<file path="config.mk">
export PLATFORM = sky130hd
export DESIGN_NAME = material_brush_painter
export DESIGN_NICKNAME = d
export VERILOG_FILES = /design/src/rtl/brush_pkg.sv /design/src/rtl/brush_cell_iterator.sv /design/src/rtl/material_brush_painter.sv
export SDC_FILE = /design/constraint.sdc
export NUM_CORES = 1
export LEC_CHECK = 0
export CAP_MARGIN = 20
export CORE_MARGIN = 1.5
export CORE_UTILIZATION = 51
export CTS_BUF_LIST = sky130_fd_sc_hd__clkbuf_4 sky130_fd_sc_hd__clkbuf_8
export CTS_CLUSTER_SIZE = 14
export DETAILED_ROUTE_END_ITERATION = 8
export HOLD_SLACK_MARGIN = 0.15
export PLACE_DENSITY = 0.79
export SYNTH_ARGS = -nofsm -noshare
export SYNTH_HDL_FRONTEND = slang
export SYNTH_HIERARCHICAL = 1
export SYNTH_SLANG_ARGS = --single-unit
</file>
<file path="constraint.sdc">
create_clock -name clk_i -period 3.8 [get_ports clk_i]
set_input_delay 0.76 -clock clk_i [delete_from_list [all_inputs] [get_ports clk_i]]
set_output_delay 0.76 -clock clk_i [all_outputs]
set_load 0.005 [all_outputs]
</file>
<file path="src/rtl/brush_pkg.sv">
// brush_pkg: shared state encoding and constants for the material brush painter
package brush_pkg;
  typedef enum logic [1:0] {IDLE, PAINT, REARM} state_t;
  localparam int BRUSH_CNT_WIDTH = 4;
  localparam int MATERIAL_RESET = 1;
endpackage

</file>
<file path="src/rtl/brush_cell_iterator.sv">
// brush_cell_iterator: walks the brush square row-major, clips to screen, forms VRAM addresses
module brush_cell_iterator
  import brush_pkg::*;
#(
  parameter int COLUMNS    = 640,
  parameter int ROWS       = 400,
  parameter int ADDR_WIDTH = $clog2(COLUMNS * ROWS),
  parameter int XW         = $clog2(COLUMNS),
  parameter int YW         = $clog2(ROWS)
) (
  input  logic                       clk,
  input  logic                       rst_n,
  input  logic                       start,
  input  logic [XW-1:0]              cx,
  input  logic [YW-1:0]              cy,
  input  logic [BRUSH_CNT_WIDTH-1:0] size,
  output logic                       cell_valid,
  output logic                       cell_in_bounds,
  output logic [ADDR_WIDTH-1:0]      cell_address,
  output logic                       last
);
  localparam logic [BRUSH_CNT_WIDTH-1:0] ONE = 1;
  localparam logic [XW:0] XLIM = COLUMNS[XW:0];
  localparam logic [YW:0] YLIM = ROWS[YW:0];
  localparam logic [ADDR_WIDTH-1:0] COLS_A = COLUMNS[ADDR_WIDTH-1:0];
  logic signed [XW:0] x0, x;
  logic signed [YW:0] y0, y;
  logic [BRUSH_CNT_WIDTH-1:0] s, dx, dy, sm1;
  logic [XW:0] half_x;
  logic [YW:0] half_y;
  logic [ADDR_WIDTH-1:0] xu, yu;
  assign half_x = {{(XW + 2 - BRUSH_CNT_WIDTH){1'b0}}, size[BRUSH_CNT_WIDTH-1:1]};
  assign half_y = {{(YW + 2 - BRUSH_CNT_WIDTH){1'b0}}, size[BRUSH_CNT_WIDTH-1:1]};
  assign sm1 = s - ONE;
  assign x = x0 + $signed({{(XW + 1 - BRUSH_CNT_WIDTH){1'b0}}, dx});
  assign y = y0 + $signed({{(YW + 1 - BRUSH_CNT_WIDTH){1'b0}}, dy});
  assign xu = {{(ADDR_WIDTH - XW){1'b0}}, x[XW-1:0]};
  assign yu = {{(ADDR_WIDTH - YW){1'b0}}, y[YW-1:0]};
  assign cell_in_bounds = !x[XW] && !y[YW] && $unsigned(x) < XLIM && $unsigned(y) < YLIM;
  assign cell_address = cell_in_bounds ? yu * COLS_A + xu : '0;
  assign last = cell_valid && dx == sm1 && dy == sm1;
  // latch origin and size on start, then step dx fastest until the far corner
  always_ff @(posedge clk or negedge rst_n)
    if (!rst_n) begin
      cell_valid <= 1'b0;
      x0 <= '0;
      y0 <= '0;
      s <= ONE;
      dx <= '0;
      dy <= '0;
    end else if (start) begin
      cell_valid <= 1'b1;
      x0 <= $signed({1'b0, cx}) - $signed(half_x);
      y0 <= $signed({1'b0, cy}) - $signed(half_y);
      s <= size;
      dx <= '0;
      dy <= '0;
    end else if (cell_valid) begin
      dx <= dx == sm1 ? '0 : dx + ONE;
      dy <= dx == sm1 ? dy + ONE : dy;
      cell_valid <= !last;
    end
endmodule

</file>
<file path="src/rtl/material_brush_painter.sv">
// material_brush_painter: square material brush stamping with VRAM write arbitration
module material_brush_painter
  import brush_pkg::*;
#(
  parameter int COLUMNS    = 640,
  parameter int ROWS       = 400,
  parameter int DATA_WIDTH = 2,
  parameter int BRUSH_MAX  = 7,
  parameter int ADDR_WIDTH = $clog2(COLUMNS * ROWS)
) (
  input  logic                        clk_i,
  input  logic                        reset_i,
  input  logic                        draw_en_i,
  input  logic                        type_next_i,
  input  logic                        size_up_i,
  input  logic                        size_down_i,
  input  logic [$clog2(COLUMNS)-1:0]  mouse_x_i,
  input  logic [$clog2(ROWS)-1:0]     mouse_y_i,
  input  logic [ADDR_WIDTH-1:0]       gst_wr_address_i,
  input  logic [DATA_WIDTH-1:0]       gst_wr_data_i,
  input  logic                        gst_wr_en_i,
  output logic                        gst_stall_o,
  output logic [ADDR_WIDTH-1:0]       vram_wr_address_o,
  output logic [DATA_WIDTH-1:0]       vram_wr_data_o,
  output logic                        vram_wr_en_o,
  output logic [DATA_WIDTH-1:0]       material_o,
  output logic [BRUSH_CNT_WIDTH-1:0]  brush_size_o,
  output logic                        busy_o
);
  localparam logic [BRUSH_CNT_WIDTH-1:0] SMAX = BRUSH_MAX[BRUSH_CNT_WIDTH-1:0];
  localparam logic [BRUSH_CNT_WIDTH-1:0] ONE = 1;
  state_t state;
  logic start, last, cell_valid, cell_in_bounds;
  logic [ADDR_WIDTH-1:0] cell_address;
  logic [DATA_WIDTH-1:0] mat_l;
  assign start = state == IDLE && draw_en_i;
  assign gst_stall_o = state != IDLE;
  assign busy_o = state != IDLE;
  brush_cell_iterator #(
    .COLUMNS(COLUMNS),
    .ROWS(ROWS),
    .ADDR_WIDTH(ADDR_WIDTH)
  ) u_iter (
    .clk(clk_i),
    .rst_n(reset_i),
    .start(start),
    .cx(mouse_x_i),
    .cy(mouse_y_i),
    .size(brush_size_o),
    .cell_valid(cell_valid),
    .cell_in_bounds(cell_in_bounds),
    .cell_address(cell_address),
    .last(last)
  );
  // stroke sequencing: IDLE -> PAINT for S*S cells -> one REARM slot -> IDLE
  always_ff @(posedge clk_i or negedge reset_i)
    if (!reset_i) state <= IDLE;
    else state <= start ? PAINT : (state == PAINT && last) ? REARM : state == REARM ? IDLE : state;
  // user-adjustable material (wrapping) and brush side (saturating)
  always_ff @(posedge clk_i or negedge reset_i)
    if (!reset_i) begin
      material_o <= MATERIAL_RESET[DATA_WIDTH-1:0];
      brush_size_o <= ONE;
    end else begin
      material_o <= material_o + {{(DATA_WIDTH - 1){1'b0}}, type_next_i};
      brush_size_o <= (size_up_i && !size_down_i && brush_size_o < SMAX) ? brush_size_o + ONE :
                      (size_down_i && !size_up_i && brush_size_o > ONE) ? brush_size_o - ONE : brush_size_o;
    end
  // stroke keeps the material it started with
  always_ff @(posedge clk_i or negedge reset_i)
    if (!reset_i) mat_l <= '0;
    else if (start) mat_l <= material_o;
  // registered VRAM port: game-state passthrough when idle, brush cells while painting
  always_ff @(posedge clk_i or negedge reset_i)
    if (!reset_i) begin
      vram_wr_en_o <= 1'b0;
      vram_wr_address_o <= '0;
      vram_wr_data_o <= '0;
    end else begin
      vram_wr_en_o <= state == IDLE ? gst_wr_en_i : state == PAINT && cell_valid && cell_in_bounds;
      vram_wr_address_o <= state == IDLE ? gst_wr_address_i : cell_address;
      vram_wr_data_o <= state == IDLE ? gst_wr_data_i : mat_l;
    end
endmodule

</file>
; Yosys cells after proc, flatten, opt, wreduce, memory -nomap -nowiden
; Index checks and enable logic that the tools add are counted.
[word_totals]
inputBits = 46
output_inout_bits = 29
reg_bits = 65
[op_classes]
mux = 17
n_mul = 1
addsub = 11
n_eq_ne = 4
order_cmp = 4
n_reduce_logical = 25
[op_table]
columns = cell, count
row1 = 2-to-1 mux 18 bit, 2
row2 = 2-to-1 mux 4 bit, 8
row3 = adder 18 x 10 -> 18 bit, 1
row4 = logical AND 1 bit, 13
row5 = "adder 4 x 1 -> 4 bit, second input constant", 3
row6 = adder 11 x 5 -> 11 bit, 1
row7 = "< comparator 11 x 10 -> 1 bit, second input constant", 1
row8 = "multiplier 9 x 3 -> 11 bit, second input constant", 1
row9 = subtractor 10 x 3 -> 11 bit, 1
row10 = adder 10 x 5 -> 10 bit, 1
row11 = "< comparator 10 x 9 -> 1 bit, second input constant", 1
row12 = subtractor 9 x 3 -> 10 bit, 1
row13 = == test 4 bit, 2
row14 = 2-to-1 mux 2 bit, 4
row15 = nonzero test 2 bit, 4
row16 = "subtractor 4 x 1 -> 4 bit, second input constant", 2
row17 = zero test 1 bit, 5
row18 = "greater-than comparator 4 x 1 -> 1 bit, second input constant", 1
row19 = "< comparator 4 x 3 -> 1 bit, second input constant", 1
row20 = 2-to-1 mux 1 bit, 3
row21 = nonzero test 3 bit, 1
row22 = adder 2 x 1 -> 2 bit, 1
row23 = "== test 2 x 1 -> 1 bit, second input constant", 1
row24 = "== test 2 bit, second input constant", 1
row25 = 2 further kinds, 2

; Logic depth before layout (Yosys ltp)
[depth]
ltp_word = 7
mapped_depth = 18

; Hierarchy
; The synthesis kept the hierarchy.
[by_module_without_submodules]
columns = module, cells_per_inst, n_inst, seq_area_each_um2, area_each_um2
row1 = brush_cell_iterator, 389, 1, 852.1, 3301.9
row2 = material_brush_painter, 95, 1, 778.2, 1332.5

; Worst setup path after synthesis
; OpenSTA, ideal clock, no wires.
[synth_timing]
path_type = reg2reg
start = reg u_iter.dy[0]
end = reg vram_wr_address_o[17]
n_path_buf = 0
setup_slack_ps = 8
period_less_slack_ps = 3792
arrival_ps = 3668
path_stages_with_launch = 19
setup_time_ps = 125
path_cell_list = dfrtp_1 ha_1 inv_1 fa_1 nor2b_1 o21a_2 o21a_1 nor2_1 xnor2_1 inv_1 ha_1 a211oi_1 o21ai_0 a21o_1 maj3_2 xor2_2 xnor2_1 nor2_1 mux2_2
[synth_between]
elab_chain_cells = 7
[synth_lines]
columns = element, line_no
row1 = "start, declared", brush_cell_iterator.sv:28  ; logic [BRUSH_CNT_WIDTH-1:0] s, dx, dy, sm1;
row2 = "start signal, assigned", brush_cell_iterator.sv:60  ; dy <= dx == sm1 ? dy + ONE : dy;
row3 = adder 10 x 5 -> 10 bit (*), brush_cell_iterator.sv:36  ; assign y = y0 + $signed({{(YW + 1 - BRUSH_CNT_WIDTH){1'b0}}, dy});
row4 = branches (longest 4 deep; another with adder 18 x 10 -> 18 bit), -
row5 = 2-to-1 mux 18 bit (*), brush_cell_iterator.sv:40  ; assign cell_address = cell_in_bounds ? yu * COLS_A + xu : '0;
row6 = via cell_address[17], material_brush_painter.sv:34  ; logic [ADDR_WIDTH-1:0] cell_address;
row7 = 2-to-1 mux 18 bit (*), material_brush_painter.sv:81  ; vram_wr_address_o <= state == IDLE ? gst_wr_address_i : cell_address;
row8 = "end signal, assigned", material_brush_painter.sv:81
row9 = "end, declared", material_brush_painter.sv:23  ; output logic [ADDR_WIDTH-1:0] vram_wr_address_o,
; Mark *: on every way through the listed nets, which the timed path passes.
; A chain may end at the register's enable or synchronous reset.

; Worst setup path after layout
; Same ends and word-level chain as after synthesis.

==> metrics.md <==
| Metric | Value |
|---|---|
| Netlist Area Pre-Place | `4630 um^2` |
| Worst Setup EP | `vram_wr_address_o[17]` |
| Worst slack, placed | `-0.115 ns` |
| Setup Viol. Count Final | `0` |
| Reg2Reg Setup Slack | `0.01 ns` |
| Avg Cell Area, Syn | `9.58 um^2` |
| Die area | `9670 um^2` |
| Post-synthesis async set-or-reset flop share | `100%` |
| Total gr overflow | `0` |
| Vias post-DR | `3,768` |
| Max-Cap Viols | `0` |
| Hpwl dp | `7360 um` |
| DRC viols | `0` |
| Setup Skew | `0.0111 ns` |
| Gr usage total | `21.2%` |
| 1st-iter DRT viols | `166` |
| I/O pin count | `75` |
| Hold Crit Class | `reg2reg` |
| Post-synth net total | `570` |
| RSZ-0062 raised after global routing | `yes` |
| Post-synth top flop | `dfrtp_1` |
| Crit Path Class | `reg2reg` |
| Peak Freq | `264 MHz` |
| Slew Viols, Final | `0` |
| Antenna diodes | `0` |
| Fin util | `68.8%` |
| Startpoint Class | `register` |
| GPL Wtd Cong | `0.832` |
| Post-synth EDFFs | `0` |
| Detailed-route wire length per cell | `15.0 um` |
| Drt pass-1 iters | `5` |
| CTS HTree Levels | `3` |
| Nets | `664` |
| Final WS setup | `0.0124 ns` |
| Synth-to-Final Area Change | `30.0%` |
| Yosys cell types | `60` |
| Req. time, crit path | `4.04 ns` |
| Run status | `complete, no violations` |
| Synth Warn # | `6` |
| Root Buffer | `clkbuf_8` |
| RR Endpoint | `vram_wr_address_o[17]` |
| Clock transition at path regs | `0.08 ns` |
| Post-synthesis cell count | `484` |
| Final hold vios | `0` |
| CP endpoint kind | `register` |
| Chip height | `98.3 um` |
| Beginning of the critical path | `u_iter/dy[0]` |
| Via-to-Cell Ratio | `5.45` |
| WP data arrival | `4.03 ns` |
| Fin Hold WS | `0.494 ns` |
| Starting Density | `52.9%` |
| Fin area | `6030 um^2` |
| Chip width | `98.3 um` |
| R2R depth | `18` |
| Largest net degree at the start of global routing | `43` |
| Detailed Route WL | `10,300 um` |
| Post-synthesis sequential area ratio | `35.2%` |
| Layout cells sized above 1 | `20.1%` |
| First-pass GRT wire length | `16,700 um` |
| Final worst path period share | `99.7%` |
| Vias in the first global route | `3,658` |
| CTS tree | `yes` |
| Hold-fix buffer count after cts | `0` |
| TritonCTS buffer count | `9` |
| CTS sink cnt | `65` |
| Placed cell area | `5530 um^2` |
| Reg-to-reg startpoint | `u_iter/dy[0]` |
| Clk buf depth | `2` |
| Initial antenna violation count | `0` |
| # port buffers | `74` |
| Register bit total from synthesis | `65` |
| Crit path max fanout | `4` |
| Minimum clock period | `3.79 ns` |
| Total core area | `8760 um^2` |
| Routed Antenna Nets | `0` |
| # rows | `34` |
| Worst skew pair latency | `0.36 ns` |
| Max-slew headroom | `38.2%` |
| Worst slew pin tran | `0.927 ns` |
[state kept, by name, indices dropped and copies added, names as in the netlist, 4 cells and up]
register           count
brush_size_o           4
u_iter/dx              4
u_iter/dy              4
u_iter/s               4
u_iter/x0             11
u_iter/y0             10
vram_wr_address_o     18
[per-stage QoR]
| step | cells | setup TNS (ns) |
|---|---|---|
| 2_1_floorplan | 484 | 0 |
| 3_3_place_gp | 667 | 0 |
| 3_5_place_dp | 667 | -0.124 |
| 4_1_cts | 684 | 0 |
| 5_1_grt | 691 | -0.280 |
| 6_report | 691 | 0 |
[cell usage in the layout, fill, tap and decap left out, types with 3 or more instances in the layout]
master / count
fa_1: 4
nand3_1: 13
clkdlybuf4s50_1: 73
mux2i_1: 7
ha_1: 26
inv_2: 4
nand2_1: 25
ha_2: 3
nand4_1: 6
mux2_2: 26
inv_1: 33
nand2b_1: 4
ha_4: 5
xor2_1: 21
clkbuf_8: 10
a21oi_1: 27
o21ai_0: 10
xnor2_1: 33
buf_4: 24
dfstp_2: 3
and2_1: 3
clkinv_4: 3
o21a_1: 3
nor4_1: 3
nor3_1: 11
nand3b_1: 3
dfrtp_1: 62
a21o_1: 9
nor2b_1: 7
nor2_1: 60
[final cells by class]
class / instances / area (um^2)
flip-flops and latches: 65 / 1630
multi-input cells: 367 / 2980
well taps: 108 / 135
inverters: 37 / 139
clock inverters: 6 / 91.3
clock buffers: 10 / 138
repair buffers: 98 / 916
fillers: 658 / 2740
[per-layer routing]
| metal | GRT usage, % | routed length, um | share of wire, % | vias to the layer above |
|---|---|---|---|---|
| met2 | 36.0 | 5170 | 50 | 113 |
| met3 | 3.51 | 513 | 5.0 | 21 |
| li1 | - | - | - | 1857 |
| met5 | 0 | 0 | 0 | - |
| met1 | 27.1 | 4450 | 43 | 1777 |
| met4 | 7.80 | 202 | 2.0 | 0 |
[worst min path at each step]
| stage | startpoint | to | slack [ns] | cells after the start |
|---|---|---|---|---|
| 3_5_place_dp | material_o[1] | material_o[1] | 0.48 | 1 |
| 6_report | material_o[1] | material_o[1] | 0.49 | 1 |
| 4_1_cts | material_o[1] | material_o[1] | 0.49 | 1 |
| 3_3_place_gp | material_o[1] | material_o[1] | 0.48 | 1 |
| 2_1_floorplan | reset_i | brush_size_o[1] | 0.46 | 0 |
| 5_1_grt | material_o[1] | material_o[1] | 0.53 | 1 |
[cells by family after synthesis]
kind of cell / Yosys count / share of synthesized area (%)
buffers and inverters: 52 / 5.13
multiplexers: 33 / 7.83
adder cells (fa/ha/maj): 41 / 12.0
AO/OA/AOI/OAI: 78 / 11.4
AND/OR/NAND/NOR: 156 / 16.6
flip-flops: 65 / 35.2
XOR/XNOR: 59 / 11.8
[repair_timing]
action                                 4_1_cts  5_1_grt
pin swaps                                    2       21
gates resized for setup                      8       35
gates cloned                                 0        0
setup buffers                                1        7
setup endpoints to repair                    2        2
endpoints found under the hold margin        0        0
[critical path, cell delays in order, from the launching register on]
cell      delay [ns]
dfrtp_1         0.37
ha_2            0.20
inv_2           0.05
fa_2            0.39
nor2b_2         0.11
o21a_2          0.17
o21a_1          0.21
nand2_1         0.10
xnor2_1         0.14
ha_1            0.33
ha_4            0.24
or3b_4          0.38
nand3_4         0.07
a311oi_2        0.05
xor2_1          0.19
nor3_2          0.16
xnor2_1         0.16
nor2_1          0.07
mux2_2          0.28
[synthesized netlist by cell type (4+ instances only)]
cell | instances | area share (%)
a21o_1 | 9 | 1.5
nor2b_1 | 9 | 1.2
nand4_1 | 6 | 0.81
a21oi_1 | 27 | 2.9
clkbuf_1 | 7 | 0.57
nand3_1 | 14 | 1.5
a211oi_1 | 4 | 0.65
xor2_1 | 21 | 4.0
mux2_2 | 26 | 6.3
nand2_1 | 25 | 2.0
nand2b_1 | 6 | 0.81
ha_1 | 34 | 9.2
nor3_1 | 12 | 1.3
dfrtp_1 | 62 | 33
mux2i_1 | 7 | 1.5
o21ai_0 | 13 | 1.4
nor2_1 | 61 | 4.9
xnor2_1 | 35 | 6.6
buf_6 | 5 | 1.2
fa_1 | 6 | 2.6
inv_1 | 36 | 2.9
Power is not shown: default switching activity piles up to over one toggle a cycle in this logic, so the estimate is an artifact.
